[config.mk]
export PLATFORM = sky130hd
export DESIGN_NAME = unidade_busca
export DESIGN_NICKNAME = d
export VERILOG_FILES = /design/src/rtl/unidade_busca.sv
export SDC_FILE = /design/constraint.sdc
export NUM_CORES = 1
export LEC_CHECK = 0
export CORE_MARGIN = 2
export CORE_UTILIZATION = 44
export CTS_BUF_LIST = sky130_fd_sc_hd__clkbuf_8
export CTS_CLUSTER_DIAMETER = 100
export CTS_CLUSTER_SIZE = 14
export DETAILED_ROUTE_END_ITERATION = 8
export PLACE_DENSITY = 0.8
export SYNTH_ARGS = -nofsm -noshare
export SYNTH_HDL_FRONTEND = slang
export SYNTH_SLANG_ARGS = --single-unit
[constraint.sdc]
create_clock -name clock -period 2.7 [get_ports clock]
set_clock_uncertainty 0.2 [all_clocks]
set_input_delay 0.54 -clock clock [delete_from_list [all_inputs] [get_ports clock]]
set_output_delay 0.54 -clock clock [all_outputs]
set_load 0.02 [all_outputs]
[src/rtl/unidade_busca.sv]
// Instruction-fetch / program-counter stage: sequences the PC (increment, jump, branch, stall),
// parks on HALT, restarts on the selector's pulse and counts retired instructions.
module unidade_busca #(
  parameter int                     LARGURA_END      = 10,
  parameter logic [LARGURA_END-1:0] ENDERECO_INICIAL = '0,
  parameter logic [5:0]             OPCODE_HALT      = 6'b011000
) (
  input  logic                   clock,
  input  logic                   reset,
  input  logic                   reinicio_pc,
  input  logic [31:0]            instrucao,
  input  logic                   espera,
  input  logic                   salto,
  input  logic [LARGURA_END-1:0] alvo_salto,
  input  logic                   desvio,
  input  logic [LARGURA_END-1:0] alvo_desvio,
  input  logic                   continuar,
  output logic [LARGURA_END-1:0] endereco,
  output logic [LARGURA_END-1:0] pc_mais_um,
  output logic                   parado,
  output logic [31:0]            instrucoes_exec
);

  typedef enum logic [0:0] {
    BUSCA  = 1'b0,
    PARADO = 1'b1
  } estado_t;

  localparam logic [LARGURA_END-1:0] UM_END   = {{(LARGURA_END-1){1'b0}}, 1'b1};
  localparam logic [31:0]            CONT_MAX = 32'hFFFF_FFFF;

  estado_t                estado_q, estado_d;
  logic [LARGURA_END-1:0] endereco_q, endereco_d;
  logic                   parado_q, parado_d;
  logic [31:0]            contador_q, contador_d;
  logic                   retira_s;
  logic                   eh_halt_s;

  assign pc_mais_um      = endereco_q + UM_END;
  assign eh_halt_s       = (instrucao[31:26] == OPCODE_HALT);
  assign endereco        = endereco_q;
  assign parado          = parado_q;
  assign instrucoes_exec = contador_q;

  // Next-state, next-PC and retire decision
  always_comb begin
    estado_d   = estado_q;
    endereco_d = endereco_q;
    retira_s   = 1'b0;
    case (estado_q)
      BUSCA: begin
        if (reinicio_pc) begin
          endereco_d = ENDERECO_INICIAL;
        end else if (espera) begin
          endereco_d = endereco_q;
        end else if (eh_halt_s) begin
          // HALT retires but the PC stays on it, so the word is not refetched past
          estado_d = PARADO;
          retira_s = 1'b1;
        end else if (salto) begin
          endereco_d = alvo_salto;
          retira_s   = 1'b1;
        end else if (desvio) begin
          endereco_d = alvo_desvio;
          retira_s   = 1'b1;
        end else begin
          endereco_d = pc_mais_um;
          retira_s   = 1'b1;
        end
      end
      PARADO: begin
        if (reinicio_pc) begin
          endereco_d = ENDERECO_INICIAL;
          estado_d   = BUSCA;
        end else if (continuar) begin
          endereco_d = pc_mais_um;
          estado_d   = BUSCA;
        end else begin
          estado_d = PARADO;
        end
      end
      default: begin
        estado_d   = BUSCA;
        endereco_d = ENDERECO_INICIAL;
      end
    endcase
  end

  // Saturating retire counter and registered halt flag
  always_comb begin
    contador_d = contador_q;
    parado_d   = (estado_d == PARADO);
    if (retira_s && (contador_q != CONT_MAX)) begin
      contador_d = contador_q + 32'd1;
    end else begin
      contador_d = contador_q;
    end
  end

  // State registers with synchronous reset
  always_ff @(posedge clock) begin
    if (reset) begin
      estado_q   <= BUSCA;
      endereco_q <= ENDERECO_INICIAL;
      parado_q   <= 1'b0;
      contador_q <= 32'd0;
    end else begin
      estado_q   <= estado_d;
      endereco_q <= endereco_d;
      parado_q   <= parado_d;
      contador_q <= contador_d;
    end
  end

endmodule

# Word-level counts from Yosys, hierarchy flattened
# Cells that the tools add are included.
[word_totals] inputBits=59 elab_cells=30 ff_bits=43 output_inout_bits=53
[classes] n_eq_ne=5 reduce_logical=2 n_addsub=2 n_mux=17 bitwise=1
[op_table] operator="two-way mux 10 bit" n=7
[op_table] operator="adder 32 x 1 -> 32 bit, second input constant" n=1
[op_table] operator="!= test 32 bit, second input constant" n=1
[op_table] operator="one-hot mux 10 bit (2 select lines)" n=1
[op_table] operator="adder 10 x 1 -> 10 bit, second input constant" n=1
[op_table] operator="!= test 3 bit, second input constant" n=3
[op_table] operator="two-way mux 1 bit" n=8
[op_table] operator="equality test 6 x 5 -> 1 bit, second input constant" n=1
[op_table] operator="AND reduction 3 bit" n=1
[op_table] operator="one-hot mux 1 bit (2 select lines)" n=1
[op_table] operator="logical AND 1 bit" n=1
[op_table] operator="NOT 1 bit" n=1

# Logic depth before layout (Yosys ltp)
[logic_depth] depth_word=7 depth_mapped=7 mapped_depth_nobuf=6

# Worst setup path before layout
# No wires, ideal clock.
[synth_path] kind="register -> register" startpoint="register contador_q[0] (netlist: instrucoes_exec[0])" endpoint="register contador_q[7] (netlist: instrucoes_exec[7])" stages_incl_launch_ff=8 setup_ns=0.128 path_slack_ns=0.256 arrival_ns=2.116 t_required_ns=2.372 path_buffers=1 synth_period_minus_slack_ns=2.444 path_cell_list="dfxtp_1 > ha_1 > nand2_1 > or4_4 > o31ai_4 > buf_6 > xor2_1 > nor2_1"
[synth_between] elab_chain_len=2 word_cells_on_any_way=3 classes_between="add/sub: 1; eq/ne: 1; reduce/logical: 1"
[synth_rtl] element="start, declared" line_no="35" text="logic [31:0] contador_q, contador_d;"
[synth_rtl] element="start signal, assigned" line_no="111" text="contador_q <= contador_d;"
[synth_rtl] element="branches (longest 2 deep; another with adder 32 x 1 -> 32 bit)"
# Parallel ways; which one is timed is not known.
# A chain may end at the register's enable or synchronous reset.

# Final worst setup path
[layout_path] startpoint="register endereco_q[0] (netlist: endereco[0])" endpoint="output port pc_mais_um[4]"
[layout_between] elab_chain_len=1
[layout_rtl] element="start, declared" line_no="33" text="logic [LARGURA_END-1:0] endereco_q, endereco_d;"
[layout_rtl] element="start signal, assigned" line_no="109" text="endereco_q <= endereco_d;"
[layout_rtl] element="adder 10 x 1 -> 10 bit" line_no="39" text="assign pc_mais_um = endereco_q + UM_END;"
[layout_rtl] element="end, declared" line_no="19" text="output logic [LARGURA_END-1:0] pc_mais_um,"
# No other way between the ends.

==> reports/metrics.yaml <==
worst_setup_path:
  reg2reg_depth: 5
  path_max_fanout: 4
  startpoint_type: "register"
  cp.arrival_ns: 1.80
  crit_start: "endereco[0]$_SDFFE_PP0P_"
  required_ns: 1.96
  worst-setup-path-type: "register to output pin"
  endpoint_kind: "output pin"
  r2r-start: "instrucoes_exec[8]$_SDFFE_PP0P_"
power_and_ir_drop:
  leakage_nw: 1.30
  p_per_area_mw_per_mm2: 350
  power.total_mw: 1.32
  irDropWorstVdd_mv: 0.243
detailed_routing:
  drc: 0
  dr.pass1.iters: 4
  wire_per_inst_um: 14.3
  wirelength_um: 7230
  ant_nets: 0
  drt_iter0_markers: 103
  vias: 2900
  viasPerCell: 5.72
cts:
  path_clk_slew_ns: 0.08
  cts.sinks: 43
  cts_tree: "done"
  clockRootBuffer: "clkbuf_8"
  clkLatencyLatePin_ns: 0.29
  clockBufferDepth: 2
  h-tree-depth: 2
  cts_made_buffers: 5
die:
  io_pins: 112
  die_h_um: 80.6
  initial_core_util_pct: 46.3
  die_area_mm2: 0.00650
  num_rows: 27
  core_mm2: 0.00557
  die_w_um: 80.6
final_layout:
  area_growth_syn_to_layout_pct: 46.2
  design_area_mm2: 0.00377
  final_cell_mix: "79 x clkdlybuf4s50_1, 43 x dfxtp_1, 35 x a21oi_1"
  diodes: 0
  final_common_cell: "clkdlybuf4s50_1"
  fin_nets: 496
  drive_gt1_share_pct: 13.8
timing:
  setup_viol: 0
  hold_viol_final: 0
  max_clock_freq_mhz: 393
  setup_ws_ns: 0.158
  tightest_slew_ns: 0.555
  post-route-min-period_ns: 2.54
  slew_violations: 0
  hold_slack_ns: 0.307
  fin_crit_sh_pct: 94.2
  rsz0062_at_grt: "false"
  max_slew_margin_pct: 62.8
placement:
  place_congestion: 0.871
  io_buffers: 85
  dp_hpwl_um: 5320
  dpl_cell_area_mm2: 0.00367
  pre_cts_ws_ns: -0.0605
logic_synthesis:
  synthCells: 333
  yosys_most_used_dff: "dfxtp_1"
  seq_area_frac_synth_pct: 33.3
  synth_nets: 394
  synth.distinct_cells: 47
  synth_edf_count: 0
  syn_area_per_cell_um2: 7.76
  yosysWarnings: 0
  async_reset_ff_share_pct: 0
  ys_ff_latch: 43
  synthesis.area_mm2: 0.00258
global_routing:
  grt-ovfl-total: 0
  antenna_found_initial: 0
  grt_pass1_wl_um: 11800
  grt_max_degree: 46
  grt_util_all_layers_pct: 22.7
  grt_pass1_vias: 2773
min_path:
  hp-class: "register to register"
  whs_path_depth: 2
  min_from: "instrucoes_exec[1]$_SDFFE_PP0P_"
outcome:
  status: "finished, final reports clean"
job:
  cap_violations: 0
cell type report:
class | instances | area [um2]
clock buffers | 6 | 82.6
clock inverters | 1 | 5.00
fillers | 468 | 1800
inverters | 10 | 37.5
multi-input cells | 261 | 1630
flip-flops and latches | 43 | 861
well taps | 72 | 90.1
repair buffers | 114 | 1070
Yosys cell counts, types with 2 or more instances:
master / n / area share, %
nor3b_1: 6 / 1.7
nor4b_1: 5 / 1.7
and4_1: 2 / 0.68
nor4_1: 3 / 0.73
or4_1: 5 / 1.5
o31ai_1: 5 / 1.5
a22o_1: 4 / 1.4
ha_1: 2 / 0.97
a32oi_1: 3 / 1.0
clkbuf_1: 16 / 2.3
nand3b_1: 2 / 0.58
mux2i_1: 3 / 1.2
dfxtp_1: 43 / 33
nand4_2: 2 / 0.97
a21oi_1: 35 / 6.8
xor2_1: 9 / 3.1
a311oi_1: 2 / 0.68
xnor2_1: 2 / 0.68
nand4_1: 10 / 2.4
a211oi_1: 3 / 0.87
or3_1: 20 / 4.8
nand2b_1: 2 / 0.48
mux2_2: 5 / 2.2
o21ai_0: 33 / 6.4
nand3_1: 11 / 2.1
nor2b_1: 4 / 0.97
nand2_1: 28 / 4.1
inv_1: 10 / 1.5
a22oi_1: 3 / 0.87
nor3_1: 12 / 2.3
o22ai_1: 3 / 0.73
nor2_1: 24 / 3.5
nor3_2: 2 / 0.78
registers in the layout (all words and copies together), names as in the netlist:
name / cells
instrucoes_exec: 32
endereco: 10
parado: 1
through the flow:
step,setup TNS (ns),instances,util (%)
floorplan,0,333,-
global placement,-0.0262,500,65.9
detailed placement,-0.311,500,65.9
CTS,0,507,67.8
global route,0,507,67.7
finish,0,507,67.7
repair_timing:
| action | CTS | global route |
|---|---|---|
| pin swaps | 0 | 1 |
| endpoints found under the setup margin | 5 | 4 |
| setup buffers | 0 | 0 |
| gates resized for setup | 10 | 9 |
| hold buffers | 0 | 0 |
| gates cloned | 0 | 0 |
report_power, final:
part | switching (mW) | total [mW] | leakage (nW) | internal (mW)
Sequential | 0.0133 | 0.658 | 0.348 | 0.645
Combinational | 0.118 | 0.246 | 0.903 | 0.128
Clock | 0.215 | 0.416 | 0.0470 | 0.201
final timing paths:
kind / slack (ns) / endpoint
hold reg to reg: 0.31 / instrucoes_exec[1]$_SDFFE_PP0P_
setup / recovery: 0.16 / pc_mais_um[4]
hold / removal: 0.31 / instrucoes_exec[1]$_SDFFE_PP0P_
setup reg to reg: 0.28 / instrucoes_exec[14]$_SDFFE_PP0P_
logic make-up after synthesis:
group | after synthesis | synth area share (%)
simple gates | 143 | 31.3
compound gates | 97 | 22.7
flops | 43 | 33.3
buf+inv | 29 | 4.55
xor+xnor | 11 | 3.73
mux | 8 | 3.34
fa+ha+maj | 2 | 0.969
critical path, cell delays in order, from the launching register on:
cell	delay, ns
dfxtp_1	0.39
ha_1	0.21
nand3_1	0.14
buf_4	0.18
xor2_2	0.21
inv_1	0.07
dlygate4sd2_1	0.32
layer usage:
metal	vias to the layer above	GRT usage (%)	routed length (um)
met5	-	0	0
li1	1435	-	-
met1	1356	24.8	2960
met3	9	6.18	483
met2	100	42.8	3690
met4	0	5.76	89
(Power assumes the default switching activity.)
